## config.mk

```make
export PLATFORM = sky130hd
export DESIGN_NAME = morse_key_decoder
export DESIGN_NICKNAME = d
export VERILOG_FILES = /design/src/rtl/morse_key_decoder.sv
export SDC_FILE = /design/constraint.sdc
export NUM_CORES = 1
export LEC_CHECK = 0
export ABC_AREA = 1
export CAP_MARGIN = 20
export CORE_ASPECT_RATIO = 1.5
export CORE_MARGIN = 2
export CORE_UTILIZATION = 45
export DETAILED_ROUTE_END_ITERATION = 10
export GPL_TIMING_DRIVEN = 0
export MAX_ROUTING_LAYER = met4
export PLACE_DENSITY = 0.76
export SYNTH_ARGS = -nofsm -noshare
export SYNTH_HDL_FRONTEND = slang
export SYNTH_SLANG_ARGS = --single-unit
```

## constraint.sdc

```tcl
create_clock -name clk -period 2.25 [get_ports clk]
set_input_delay 0.3375 -clock clk [delete_from_list [all_inputs] [get_ports clk]]
set_output_delay 0.3375 -clock clk [all_outputs]
set_load 0.005 [all_outputs]
```

## src/rtl/morse_key_decoder.sv

```systemverilog
`default_nettype none
// ============================================================================
// Module   : morse_key_decoder
// Purpose  : Debounces a raw key and classifies presses as dot or dash.
//            Decodes 5-symbol Morse digits into a 0-9 value with load/invalid strobes.
// Revision : 1.0 - initial release
// ============================================================================
module morse_key_decoder #(
    parameter int DEBOUNCE_CYC = 500000,
    parameter int DASH_CYC     = 15000000,
    parameter int IDLE_CYC     = 100000000
) (
    input  logic       clk,
    input  logic       rst,
    input  logic       enable,
    input  logic       clear,
    input  logic       key,
    output logic [3:0] digit,
    output logic       load,
    output logic       invalid,
    output logic [4:0] symbols,
    output logic [2:0] symbol_count,
    output logic       busy
);

    localparam int c_db_w    = $clog2(DEBOUNCE_CYC + 1);
    localparam int c_press_w = $clog2(DASH_CYC + 1);
    localparam int c_gap_w   = $clog2(IDLE_CYC + 1);

    localparam logic [c_db_w-1:0]    c_db_last   = c_db_w'(DEBOUNCE_CYC - 1);
    localparam logic [c_db_w-1:0]    c_db_one    = c_db_w'(1);
    localparam logic [c_press_w-1:0] c_press_max = c_press_w'(DASH_CYC);
    localparam logic [c_press_w-1:0] c_press_one = c_press_w'(1);
    localparam logic [c_gap_w-1:0]   c_gap_max   = c_gap_w'(IDLE_CYC);
    localparam logic [c_gap_w-1:0]   c_gap_one   = c_gap_w'(1);

    typedef enum logic [1:0] {
        IDLE  = 2'd0,
        PRESS = 2'd1,
        GAP   = 2'd2,
        DONE  = 2'd3
    } state_t;

    // ------------------------------------------------------------------
    // Input path: synchronizer, debounce, edge detect
    // ------------------------------------------------------------------
    logic              sync1_q, sync1_d;
    logic              sync2_q, sync2_d;
    logic              key_db_q, key_db_d;
    logic              key_db_dly_q, key_db_dly_d;
    logic [c_db_w-1:0] db_cnt_q, db_cnt_d;
    logic              db_rise;
    logic              db_fall;

    always_comb begin
        sync1_d      = key;
        sync2_d      = sync1_q;
        key_db_dly_d = key_db_q;
        key_db_d     = key_db_q;
        db_cnt_d     = '0;
        if (sync2_q != key_db_q) begin
            if (db_cnt_q == c_db_last) begin
                key_db_d = sync2_q;
            end else begin
                db_cnt_d = db_cnt_q + c_db_one;
            end
        end
    end

    assign db_rise = key_db_q & ~key_db_dly_q;
    assign db_fall = ~key_db_q & key_db_dly_q;

    always_ff @(posedge clk or negedge rst) begin
        if (!rst) begin
            sync1_q      <= 1'b0;
            sync2_q      <= 1'b0;
            key_db_q     <= 1'b0;
            key_db_dly_q <= 1'b0;
            db_cnt_q     <= '0;
        end else begin
            sync1_q      <= sync1_d;
            sync2_q      <= sync2_d;
            key_db_q     <= key_db_d;
            key_db_dly_q <= key_db_dly_d;
            db_cnt_q     <= db_cnt_d;
        end
    end

    // ------------------------------------------------------------------
    // Symbol collection FSM
    // ------------------------------------------------------------------
    state_t               state_q, state_d;
    logic [4:0]           symbols_q, symbols_d;
    logic [2:0]           count_q, count_d;
    logic [c_press_w-1:0] press_q, press_d;
    logic [c_gap_w-1:0]   gap_q, gap_d;
    logic [3:0]           digit_q, digit_d;
    logic                 load_q, load_d;
    logic                 invalid_q, invalid_d;

    logic [c_press_w-1:0] press_sat;
    logic [c_gap_w-1:0]   gap_sat;
    logic                 is_dash;
    logic [2:0]           sym_idx;
    logic                 lut_ok;
    logic [3:0]           lut_digit;

    assign press_sat = (press_q == c_press_max) ? press_q : press_q + c_press_one;
    assign gap_sat   = (gap_q == c_gap_max) ? gap_q : gap_q + c_gap_one;
    assign is_dash   = (press_q >= c_press_max);
    assign sym_idx   = 3'd4 - count_q;

    always_comb begin
        lut_ok    = 1'b1;
        lut_digit = 4'd0;
        case (symbols_q)
            5'b11111: lut_digit = 4'd0;
            5'b01111: lut_digit = 4'd1;
            5'b00111: lut_digit = 4'd2;
            5'b00011: lut_digit = 4'd3;
            5'b00001: lut_digit = 4'd4;
            5'b00000: lut_digit = 4'd5;
            5'b10000: lut_digit = 4'd6;
            5'b11000: lut_digit = 4'd7;
            5'b11100: lut_digit = 4'd8;
            5'b11110: lut_digit = 4'd9;
            default:  lut_ok    = 1'b0;
        endcase
    end

    always_comb begin
        state_d   = state_q;
        symbols_d = symbols_q;
        count_d   = count_q;
        press_d   = press_q;
        gap_d     = gap_q;
        digit_d   = digit_q;
        load_d    = 1'b0;
        invalid_d = 1'b0;

        // Abort has priority over everything, including a pending DONE lookup.
        if (clear || !enable) begin
            state_d   = IDLE;
            symbols_d = '0;
            count_d   = '0;
            press_d   = '0;
            gap_d     = '0;
        end else begin
            case (state_q)
                IDLE: begin
                    if (db_rise) begin
                        state_d = PRESS;
                        press_d = '0;
                    end
                end
                PRESS: begin
                    press_d = press_sat;
                    if (db_fall) begin
                        symbols_d[sym_idx] = is_dash;
                        count_d            = count_q + 3'd1;
                        if (count_q == 3'd4) begin
                            state_d = DONE;
                        end else begin
                            state_d = GAP;
                            gap_d   = '0;
                        end
                    end
                end
                GAP: begin
                    gap_d = gap_sat;
                    // Timeout is checked first so it wins over a simultaneous press.
                    if (gap_sat == c_gap_max) begin
                        invalid_d = 1'b1;
                        symbols_d = '0;
                        count_d   = '0;
                        gap_d     = '0;
                        state_d   = IDLE;
                    end else if (db_rise) begin
                        state_d = PRESS;
                        press_d = '0;
                    end
                end
                DONE: begin
                    state_d   = IDLE;
                    symbols_d = '0;
                    count_d   = '0;
                    if (lut_ok) begin
                        digit_d = lut_digit;
                        load_d  = 1'b1;
                    end else begin
                        invalid_d = 1'b1;
                    end
                end
            endcase
        end
    end

    always_ff @(posedge clk or negedge rst) begin
        if (!rst) begin
            state_q   <= IDLE;
            symbols_q <= '0;
            count_q   <= '0;
            press_q   <= '0;
            gap_q     <= '0;
            digit_q   <= '0;
            load_q    <= 1'b0;
            invalid_q <= 1'b0;
        end else begin
            state_q   <= state_d;
            symbols_q <= symbols_d;
            count_q   <= count_d;
            press_q   <= press_d;
            gap_q     <= gap_d;
            digit_q   <= digit_d;
            load_q    <= load_d;
            invalid_q <= invalid_d;
        end
    end

    assign digit        = digit_q;
    assign load         = load_q;
    assign invalid      = invalid_q;
    assign symbols      = symbols_q;
    assign symbol_count = count_q;
    assign busy         = (state_q != IDLE);

endmodule
`default_nettype wire

```

# Word level (Yosys, flattened, before mapping)

Cells that the tools add are included.

Add/sub/neg operators: 5
Mux-type cells: 39
Eq/ne operators: 23
Reductions and logical operators: 15
Bitwise gates (word level): 5
Order comparisons: 3

Operator list:

| operator                                                  | count |
|---|---|
| 2-to-1 mux 27 bit                                         | 5 |
| 2-to-1 mux 24 bit                                         | 4 |
| case mux 24 bit (3 select lines)                          | 1 |
| equality test 27 bit, second input constant               | 2 |
| case mux 27 bit (2 select lines)                          | 1 |
| 2-to-1 mux 19 bit                                         | 2 |
| case mux 4 bit (9 select lines)                           | 1 |
| adder 27 x 1 -> 27 bit, second input constant             | 1 |
| equality test 5 bit, second input constant                | 5 |
| adder 24 x 1 -> 24 bit, second input constant             | 1 |
| equality test 24 bit, second input constant               | 1 |
| greater-or-equal comparator 24 bit, second input constant | 1 |
| adder 19 x 1 -> 19 bit, second input constant             | 1 |
| equality test 19 bit, second input constant               | 1 |
| 2-to-1 mux 5 bit                                          | 3 |
| inequality test 3 bit, second input constant              | 5 |
| case mux 5 bit (3 select lines)                           | 1 |
| AND reduction 3 bit                                       | 4 |
| OR reduction 10 bit                                       | 1 |
| 2-to-1 mux 1 bit                                          | 9 |
| 2-to-1 mux 3 bit                                          | 3 |
| case mux 3 bit (3 select lines)                           | 1 |
| 2-to-1 mux 2 bit                                          | 4 |
| case mux 2 bit (4 select lines)                           | 1 |
| other kinds (26)                                          | 31 |

Logic and storage cells: 103
Register bits after elaboration: 90
Input bits: 5
Output and inout port bits: 15

# Longest topological paths before layout

Gate-level depths: netlist (run 1).

Depth in word-level cells: 9
Depth in mapped cells: 19
Mapped depth without buffers: 19

# Worst setup path after synthesis (run 1)

No wires, ideal clock.

Path type: flip-flop to flip-flop
Start point: register gap_q[0]
End point: register symbols_q[4] (netlist: symbols[4])
Arrival: 2.040 ns
Cell stages (with the launch flop): 16
Clock period less this slack: 2.157 ns
Data required time: 2.133 ns
Setup time: 0.117 ns
Path slack: 0.093 ns
Buffers on the path: 1
Cell sequence: dfrtp_1 ha_1 inv_1 nor2_2 nand2_1 nor2_2 nand4_1 nand2_1 nand2_1 nor2_4 nand3_1 o21bai_4 buf_6 nand3_1 nand2_1 nand2_1

Cells in the longest elaborated chain, start to end: 5
Elaborated cells on any way between the ends: 6
Those cells by class: add/sub: 1; eq/ne: 3; mux: 1; reduce/logical: 1

Ends and longest elaborated chain:

| item                                                                  | RTL line | source |
|---|---|---|
| start, declared                                                       | 96       | `logic [c_gap_w-1:0] gap_q, gap_d;` |
| start signal, assigned                                                | 213      | `gap_q <= gap_d;` |
| adder 27 x 1 -> 27 bit / equality test 27 bit (equally long branches) | 109      | `assign gap_sat = (gap_q == c_gap_max) ? gap_q : gap_q + c_gap_one;` |
| 2-to-1 mux 27 bit *                                                   | 109      |  |
| equality test 27 bit *                                                | 172      | `if (gap_sat == c_gap_max) begin` |
| inequality test 3 bit (no source line) *                              | n/a      |  |
| AND reduction 3 bit (no source line) *                                | n/a      |  |
| end signal, assigned                                                  | 210      | `symbols_q <= symbols_d;` |
| end, declared                                                         | 93       | `logic [4:0] symbols_q, symbols_d;` |

Every way passes the cells marked *; elsewhere a longest branch is shown, timed or not.
A chain may end at the register's enable or synchronous reset.

# Final worst setup path (run 1)

Start point: register gap_q[1]
End point: register symbols_q[2] (netlist: symbols[2])

The elaborated chain is that of the path after synthesis.

==> out/summary.txt, run 1 <==
status = complete, but fails checks
failing checks = negative setup slack
number of top-level design ports = 20
power per unit of standard cell area = 466 nW/um^2
clock latency reported for the late side of the worst-skew pair = 350 ps
Final Skew = 9.41 ps
crit path capture type = flop
kind of start point of the critical path = flop
number of antenna violations at the first check in global routing = 0
via count of the first global-routing pass = 5546
Hold Violations, Final = 0
headroom to the max-slew limit = 49.2%
clock slew at reported path FFs = 70 ps
async set-or-reset flop fraction in the synthesized netlist = 100%
fraction of final layout cells sized beyond drive strength 1 = 16.4%
number of DRC markers after the initial detailed-route iteration = 287
remaining antenna violation count after routing = 0
net count after synthesis = 865
Pre-Repair DR Iteration Count = 5
Post-Route Utilization = 55.6%
Final Critical Period = 2330 ps
drt total wl = 16100 um
# diodes = 0
leakage power = 3.13 nW
setup repair after global routing missed its margin = true
Clock Path Buffers = 2
DRC Markers = 0
most common cell after layout, fill and taps aside = sky130_fd_sc_hd__nand2_1
height of the die = 144 um
peak per-stage delay on the critical path = 450 ps
Syn Inst Count = 852
width of the chip = 97.5 um
commonest cells after routing, fill and taps aside = 223 x sky130_fd_sc_hd__nand2_1, 112 x sky130_fd_sc_hd__inv_1, 86 x sky130_fd_sc_hd__nor2_1
share of the yosys chip area belonging to registers = 38.2%
maximum ir drop on the vdd rail = 311 uV
Max Slew Vio Count = 0
area of the die = 14100 sq um
Critical Path AT = 2570 ps
critical register-to-register path startpoint = gap_q[1]
Max H-tree Level = 3
most used cell, CP = sky130_fd_sc_hd__nand3_2
top_reg_cell synth = sky130_fd_sc_hd__dfrtp_1
global-route wire length before repair = 26200 um
standard-cell rows = 51
number of maximum-capacitance constraint violations = 0
flip-flop and latch count after synthesis = 90
number of CTS-inserted buffers = 9
final number of setup-violating endpoints = 39
Initial Utilization = 45.8%
Fin Setup TNS = -1070 ps
data required time of the critical path = 2490 ps
dpl hpwl = 11600 um
Worst Slack Setup Final = -78.2 ps
GR Overflow Total = 0
Period Utilization, post-route = 103%
Max Clk Rate = 430 MHz
mean number of vias per cell = 5.37
drt wl/cell = 14.9 um
Synth warnings = 0
# clock sinks = 90
global placer's final weighted congestion = 1.00
Reg-to-Reg End = symbols[2]
number of vias in the routed layout = 5796
Worst Path Class, Setup = flop to flop
core region area = 12900 sq um
critical path, cell by cell = buf_6, inv_6, ha_4, nand4_1, nor2_4, nand3_2, nand2_2, nand3_2, nor2_1, nand3_1, o21bai_4, buf_6, nand3_2, nand2_1, nand2_1
number of synthesized flops with an enable pin = 0
area delta synth->final = 21.4%
cell at the root of the clock tree = sky130_fd_sc_hd__clkbuf_16
peak fanout along the critical path = 5
TritonCTS clock tree = yes
synthesized cell area = 5900 sq um
Max stage delay cell, worst path = sky130_fd_sc_hd__dfrtp_2
slack of the worst reg-to-reg path = -80 ps
cells on worst reg2reg path = 15
number of buffers inserted by port buffering = 19
maximum number of pins on one net before global-route repair = 47
Total GRT Usage = 23.9%
fill cell count = 1209
Unique masters post-synth = 41
actual transition at the worst max-transition pin = 754 ps
hold buffer count at CTS = 0
count of nets after finishing = 928
Mean Syn Cell Area = 6.93 sq um
min-delay worst type = input pin to async pin
==> cell usage after synthesis, types with 2 or more instances <==
cell / n / area [sq um]
sky130_fd_sc_hd__buf_6: 4 / 45.0
sky130_fd_sc_hd__xnor2_1: 2 / 17.5
sky130_fd_sc_hd__xor2_1: 27 / 236
sky130_fd_sc_hd__o21ai_1: 10 / 50.1
sky130_fd_sc_hd__nand3_1: 72 / 360
sky130_fd_sc_hd__inv_2: 4 / 15.0
sky130_fd_sc_hd__dfrtp_1: 90 / 2250
sky130_fd_sc_hd__o22ai_1: 11 / 68.8
sky130_fd_sc_hd__nor3b_1: 3 / 22.5
sky130_fd_sc_hd__nand2_2: 5 / 31.3
sky130_fd_sc_hd__a41oi_1: 2 / 17.5
sky130_fd_sc_hd__ha_1: 8 / 100
sky130_fd_sc_hd__nor3_1: 37 / 185
sky130_fd_sc_hd__a21oi_1: 11 / 55.1
sky130_fd_sc_hd__o21ai_0: 16 / 80.1
sky130_fd_sc_hd__clkbuf_1: 6 / 22.5
sky130_fd_sc_hd__nand2_1: 236 / 886
sky130_fd_sc_hd__o31ai_1: 4 / 30.0
sky130_fd_sc_hd__nand4_1: 29 / 181
sky130_fd_sc_hd__nor2_2: 9 / 56.3
sky130_fd_sc_hd__or2_2: 3 / 18.8
sky130_fd_sc_hd__a31oi_1: 2 / 12.5
sky130_fd_sc_hd__and2_1: 2 / 12.5
sky130_fd_sc_hd__nor2_1: 108 / 405
sky130_fd_sc_hd__inv_1: 115 / 432
sky130_fd_sc_hd__o32ai_1: 9 / 78.8
sky130_fd_sc_hd__buf_4: 2 / 15.0
sky130_fd_sc_hd__nor2_4: 4 / 45.0
sky130_fd_sc_hd__buf_2: 5 / 25.0
sky130_fd_sc_hd__nor4_1: 5 / 31.3
==> kinds of logic (layout without fill, tap and decap cells) <==
| logic type | Yosys count | in the layout | share of synthesized area [%] |
|---|---|---|---|
| buffers and inverters | 137 | 205 | 9.45 |
| flip-flops | 90 | 90 | 38.2 |
| adder cells (fa/ha/maj) | 8 | 8 | 1.70 |
| XOR/XNOR | 29 | 29 | 4.30 |
| multiplexers | 1 | 1 | 0.191 |
| AND/OR/NAND/NOR | 518 | 518 | 38.8 |
| AO/OA/AOI/OAI | 69 | 69 | 7.38 |
==> area by class of cell <==
class,count,area (sq um),area share [%]
plain buffers,18,138,1.92
clock buffers,9,225,3.14
clock inverters,7,68.8,0.960
inverters,119,452,6.30
multi-input cells,625,3360,46.9
flip-flops and latches,90,2260,31.5
well taps,159,199,2.77
repair buffers,52,467,6.51
==> layer usage <==
metal	GRT usage [%]	vias up	part of all wire, %
li1	-	2887	-
met1	25.6	2723	39
met2	42.6	131	53
met3	3.82	55	2.9
met4	12.8	0	4.6
met5	-	-	0
==> worst max path at each step <==
stage             start           end  slack, ps  cells past startpoint
2_1_floorplan  gap_q[0]    symbols[4]         90                     15
3_3_place_gp        rst  db_cnt_q[10]      -2650                      1
3_5_place_dp     enable     gap_q[13]      -1150                     11
4_1_cts        gap_q[1]    press_q[6]        -40                     18
5_1_grt        gap_q[1]    symbols[2]       -200                     15
6_report       gap_q[1]    symbols[2]        -80                     15
==> repair_timing <==
action	CTS	global route
cloned	1	0
setup buffers	22	9
endpoints found under the setup margin	66	66
resized for setup	45	51
pin swaps	13	19
==> registers in the layout (all words and copies together), names as in the netlist <==
register      count
sync1_q           1
key_db_dly_q      1
load              1
key_db_dly_d      1
press_q          24
db_cnt_q         19
symbols           5
digit             4
state_q           2
gap_q            27
symbol_count      3
invalid           1
sync2_q           1
==> critical path: cells and delay by family, from the launching register on <==
| family | cells | cell delay (ps) |
|---|---|---|
| AOI/OAI and AO/OA | 1 | 220 |
| and+or+nand+nor | 10 | 1060 |
| buffers and inverters | 3 | 360 |
| adders and majority gates | 1 | 130 |
| DFF | 1 | 450 |
==> report_power, final <==
| group | internal [mW] | switching, mW | total, mW |
|---|---|---|---|
| Sequential | 1.63 | 0.0105 | 1.64 |
| Combinational | 0.0657 | 0.129 | 0.195 |
| Clock | 0.779 | 0.725 | 1.50 |
| Total | 2.47 | 0.865 | 3.34 |
==> metrics by stage <==
stage                     hold slack [ps]  total power, mW  setup slack [ps]  cell area [sq um]  std cells
final                               0.824             3.34             -78.2               7170       1079
after global routing                 44.3             3.46              -202               7170       1079
after CTS                            19.8             3.37             -35.4               6940       1070
after detailed placement              335             1.85             -1150               6320       1031
after global placement                334             1.85             -2650               6290       1030
after floorplan                      41.9             1.76              92.9               5900        852
(Power assumes the default switching activity.)
==> run 2, diff against run 1 <==
- CORE_UTILIZATION: 45 -> 55
- PLACE_DENSITY: 0.76 -> 0.88
==> out/summary.txt, run 2 (synthesized netlist as in run 1, its figures left out) <==
count of nets after finishing = 947
Final Skew = 13.4 ps
# clock sinks = 90
Initial Utilization = 56.0%
standard-cell rows = 46
clock slew at reported path FFs = 70 ps
Max H-tree Level = 3
GR Overflow Total = 0
fill cell count = 800
register ranked first by flip-flop count = gap_q
peak fanout along the critical path = 6
data required time of the critical path = 2540 ps
Max Clk Rate = 412 MHz
headroom to the max-slew limit = 49.0%
maximum number of pins on one net before global-route repair = 60
power per unit of standard cell area = 458 nW/um^2
height of the die = 131 um
core region area = 10500 sq um
area of the die = 11600 sq um
number of vias in the routed layout = 6290
most used cell, CP = sky130_fd_sc_hd__nand2_1
worst setup path startpoint = gap_q[19]
drt total wl = 17500 um
leakage power = 3.22 nW
clock latency reported for the late side of the worst-skew pair = 360 ps
CP Buf/Inv Count = 3
fraction of final layout cells sized beyond drive strength 1 = 19.6%
Pre-Repair DR Iteration Count = 7
dpl hpwl = 11100 um
largest registers in the final layout = gap_q x27, press_q x24, db_cnt_q x19
global-route wire length before repair = 27000 um
critical path, cell by cell = inv_2, nand2_1, nor2_1, nand2_1, nor2_1, nand2_1, nand2_1, nand2_1, nor2_2, inv_2, nor2_4, nand4_4, nand2_4, buf_6, nand2_1, nand2_1
number of top-level design ports = 20
remaining antenna violation count after routing = 0
actual transition at the worst max-transition pin = 758 ps
number of CTS-inserted buffers = 9
area delta synth->final = 24.6%
final number of setup-violating endpoints = 48
Final Critical Period = 2420 ps
Worst Slack Setup Final = -175 ps
commonest cells after routing, fill and taps aside = 218 x sky130_fd_sc_hd__nand2_1, 109 x sky130_fd_sc_hd__inv_1, 86 x sky130_fd_sc_hd__nor2_1
Fin Setup TNS = -4410 ps
min-delay src = sync1_q
critical register-to-register path startpoint = gap_q[19]
crit path capture type = flop
number of antenna violations at the first check in global routing = 0
number of maximum-capacitance constraint violations = 0
via count of the first global-routing pass = 5983
Max stage delay cell, worst path = sky130_fd_sc_hd__dfrtp_1
Hold Worst Slack = 359 ps
width of the chip = 88.6 um
kind of start point of the critical path = flop
min-delay worst type = flop to flop
Total GRT Usage = 31.0%
Worst Path Class, Setup = flop to flop
failing checks = negative setup slack
peak per-stage delay on the critical path = 460 ps
Period Utilization, post-route = 108%
drt wl/cell = 16.2 um
TritonCTS clock tree = yes
Critical Path AT = 2710 ps
number of DRC markers after the initial detailed-route iteration = 553
mean number of vias per cell = 5.81
maximum ir drop on the vdd rail = 370 uV
global placer's final weighted congestion = 0.992
number of flip-flops under the largest register name = 27
Max Slew Vio Count = 0
most common cell after layout, fill and taps aside = sky130_fd_sc_hd__nand2_1
Clock Path Buffers = 2
cell at the root of the clock tree = sky130_fd_sc_hd__clkbuf_16
number of buffers inserted by port buffering = 19
DRC Markers = 0
setup repair after global routing missed its margin = true
Hold Violations, Final = 0
gate family responsible for the most delay along the worst path = simple AND/OR/NAND/NOR gates
status = complete, but fails checks
# diodes = 0
==> run 2: worst reg2reg max path, delay by kind of cell (launching register included) <==
kind / cells / cell delay [ps]
flops: 1 / 460
buf+inv: 3 / 340
simple gates: 13 / 1560
==> run 2: final cells by class <==
class | instances | area, sq um | share of cell area, %
multi-input cells | 625 | 3430 | 46.6
flip-flops and latches | 90 | 2260 | 30.7
repair buffers | 71 | 606 | 8.23
inverters | 119 | 449 | 6.11
clock buffers | 11 | 253 | 3.44
well taps | 144 | 180 | 2.45
plain buffers | 18 | 133 | 1.80
clock inverters | 5 | 45.0 | 0.612
==> run 2: what timing repair did <==
| item | in CTS | in global routing |
|---|---|---|
| hold endpoints to repair | 31 | 0 |
| pin swaps | 9 | 26 |
| endpoints found under the setup margin | 66 | 54 |
| resized for setup | 59 | 53 |
| buffers inserted | 31 | 15 |
| gates cloned | 4 | 0 |
| hold buffers | 1 | 0 |
==> run 2: metal layers <==
metal	vias up	wire [um]	share of wire, %	GRT usage, %
met1	2906	6300	36	32.2
met4	0	1260	7.2	22.7
met2	329	8880	51	51.7
li1	2914	-	-	-
met5	-	0	0	-
met3	141	1100	6.3	5.34
==> run 2: where the power goes <==
group          total, mW  switching, mW  leakage [nW]  internal (mW)
combinational      0.201          0.133          1.84         0.0679
sequential          1.64         0.0105          1.24           1.63
clock               1.52          0.698         0.144          0.826
==> run 2: path summary, 6_finish.rpt <==
path	end	slack, ps	cells after the start
setup / recovery	press_q[8]	-170	16
hold / removal	sync2_q	360	0
setup reg to reg	press_q[8]	-170	16
hold reg to reg	sync2_q	360	0
max in group asynchronous	symbol_count[1]	1120	3
min in group asynchronous	gap_q[7]	490	2
==> run 2: through the flow <==
step           instances  worst slack, ps  instance area [sq um]  utilization (%)  power, mW
6_report            1083             -175                   7350             69.8       3.37
5_1_grt             1083             -287                   7350             69.8       3.47
4_1_cts             1068            -17.4                   7060             67.1       3.36
3_5_place_dp        1016            -1120                   6300             59.8       1.85
3_3_place_gp        1015            -2570                   6270             59.6       1.84
2_1_floorplan        852             92.9                   5900                -       1.76
==> run 3, diff against run 2 <==
- CORE_MARGIN: 2 -> default
- CORE_UTILIZATION: 55 -> 30
- PLACE_DENSITY: 0.88 -> 0.58
==> out/summary.txt, run 3 (synthesized netlist as in run 1, its figures left out) <==
Initial Utilization = 30.7%
TritonCTS clock tree = yes
maximum ir drop on the vdd rail = 406 uV
peak fanout along the critical path = 5
global placer's final weighted congestion = 0.921
Max H-tree Level = 3
Final Critical Period = 2370 ps
data required time of the critical path = 2490 ps
critical register-to-register path startpoint = gap_q[1]
largest registers in the final layout = gap_q x27, press_q x24, db_cnt_q x19
worst setup path startpoint = gap_q[1]
count of nets after finishing = 946
fill cell count = 2042
most common cell after layout, fill and taps aside = sky130_fd_sc_hd__nand2_1
number of vias in the routed layout = 5856
final instance area = 7690 sq um
cell at the root of the clock tree = sky130_fd_sc_hd__clkbuf_16
maximum number of pins on one net before global-route repair = 64
setup repair after global routing missed its margin = true
Worst Path Class, Setup = flop to flop
remaining antenna violation count after routing = 0
Total GRT Usage = 18.0%
final number of setup-violating endpoints = 44
crit path capture type = flop
actual transition at the worst max-transition pin = 731 ps
drt total wl = 17200 um
global-route wire length before repair = 27600 um
area of the die = 20300 sq um
leakage power = 3.36 nW
number of DRC markers after the initial detailed-route iteration = 394
Max Slew Vio Count = 0
slack of the worst reg-to-reg path = -120 ps
# diodes = 0
mean number of vias per cell = 4.90
status = complete, but fails checks
core region area = 19200 sq um
min-delay worst type = flop to flop
Reg-to-Reg End = symbols[2]
Worst Slack Setup Final = -117 ps
post-detailed-placement cell area = 6440 sq um
number of cells after detailed placement = 1128
sequential cell area = 2260 sq um
register ranked first by flip-flop count = gap_q
Clock Path Buffers = 2
area used by multi-input combinational logic = 3550 sq um
number of maximum-capacitance constraint violations = 0
# clock sinks = 90
Period Utilization, post-route = 105%
commonest cells after routing, fill and taps aside = 193 x sky130_fd_sc_hd__nand2_1, 111 x sky130_fd_sc_hd__inv_1, 83 x sky130_fd_sc_hd__nor2_1
dpl hpwl = 12100 um
number of buffers inserted by port buffering = 19
Pre-Repair DR Iteration Count = 5
Critical Path AT = 2610 ps
number of antenna violations at the first check in global routing = 0
worst hold path stage count = 0
fin cells = 1194
power per unit of standard cell area = 454 nW/um^2
drt wl/cell = 14.4 um
standard-cell rows = 62
number of top-level design ports = 20
area delta synth->final = 30.3%
Final Skew = 9.42 ps
kind of start point of the critical path = flop
DRC Markers = 0
height of the die = 174 um
cells on worst reg2reg path = 15
clock latency reported for the late side of the worst-skew pair = 360 ps
post-route total power = 3.49 mW
CP endpoint = symbols[2]
Hold Violations, Final = 0
GR Overflow Total = 0
Hold Worst Slack = 352 ps
fraction of final layout cells sized beyond drive strength 1 = 23.0%
via count of the first global-routing pass = 5630
number of flip-flops under the largest register name = 27
failing checks = negative setup slack
clock slew at reported path FFs = 80 ps
width of the chip = 117 um
headroom to the max-slew limit = 50.8%
Max Clk Rate = 422 MHz
number of CTS-inserted buffers = 9
[run 3: changes by cell type in the layout (fill, tap and decap cells not counted), moves of 3 or more]
| cell | delta |
|---|---|
| sky130_fd_sc_hd__nand3_1 | -9 |
| sky130_fd_sc_hd__xor2_2 | -3 |
| sky130_fd_sc_hd__dfrtp_1 | -3 |
| sky130_fd_sc_hd__buf_4 | -4 |
| sky130_fd_sc_hd__nand2_2 | +18 |
| sky130_fd_sc_hd__xor2_1 | +3 |
| sky130_fd_sc_hd__nand2_1 | -25 |
| sky130_fd_sc_hd__dfrtp_2 | +3 |
| sky130_fd_sc_hd__buf_8 | +3 |
| sky130_fd_sc_hd__nor2_2 | +4 |
| sky130_fd_sc_hd__inv_2 | -3 |
| sky130_fd_sc_hd__nand2_4 | +6 |
| sky130_fd_sc_hd__nor2_1 | -3 |
| sky130_fd_sc_hd__nand3_2 | +9 |
[run 3: cell type report]
cell class,count,area share [%]
clock buffers,10,3.11
plain buffers,18,1.81
clock inverters,6,1.06
well taps,256,4.16
flip-flops and latches,90,29.4
repair buffers,70,8.36
inverters,119,5.89
multi-input cells,625,46.2
[run 3: worst min-delay path by stage]
stage / from / end / slack, ps
floorplan: rst / db_cnt_q[0] / 40
global placement: sync1_q / sync2_q / 340
detailed placement: rst / gap_q[22] / 300
CTS: sync1_q / sync2_q / 350
global route: sync1_q / sync2_q / 360
finish: sync1_q / sync2_q / 350
[run 3: stage by stage]
stage	TNS (ps)	worst slack [ps]	utilization, %
4_1_cts	-1130	-55.4	37.2
2_1_floorplan	0	92.9	-
5_1_grt	-8010	-230	40.0
6_report	-3690	-117	40.0
3_5_place_dp	-61400	-1350	33.5
3_3_place_gp	-310120	-2790	33.3
[run 3: metal layers]
layer,GRT usage [%],part of all wire [%]
met3,2.59,2.5
met1,19.3,39
met2,31.4,54
met5,-,0
met4,9.81,4.2
[run 3: repair_timing]
item                                    4_1_cts  5_1_grt
buffers inserted                             24       22
resized for setup                            56       97
hold buffers                                  1        0
endpoints found under the hold margin        27        0
gates cloned                                  1        2
pin swaps                                     9       49
endpoints found under the setup margin       68       70
[run 3: worst max-delay path, stage by stage (launching register included)]
cell and delay, ps:
sky130_fd_sc_hd__dfrtp_2 450, sky130_fd_sc_hd__buf_6 140, sky130_fd_sc_hd__inv_4 60, sky130_fd_sc_hd__ha_4 140
sky130_fd_sc_hd__nand4_1 150, sky130_fd_sc_hd__nor2_2 200, sky130_fd_sc_hd__nand3_1 100, sky130_fd_sc_hd__nand2_2 100
sky130_fd_sc_hd__nand3_2 90, sky130_fd_sc_hd__nor2_2 150, sky130_fd_sc_hd__nand3_2 110, sky130_fd_sc_hd__o21bai_4 230
sky130_fd_sc_hd__buf_6 160, sky130_fd_sc_hd__nand3_2 50, sky130_fd_sc_hd__nand2_1 60, sky130_fd_sc_hd__nand2_1 60
[run 3: report_power, final]
part	internal, mW	switching (mW)	total, mW	leakage, nW
Clock	0.916	0.716	1.63	0.157
Sequential	1.63	0.0111	1.64	1.23
Combinational	0.0797	0.142	0.222	1.97
Total	2.63	0.870	3.49	3.36
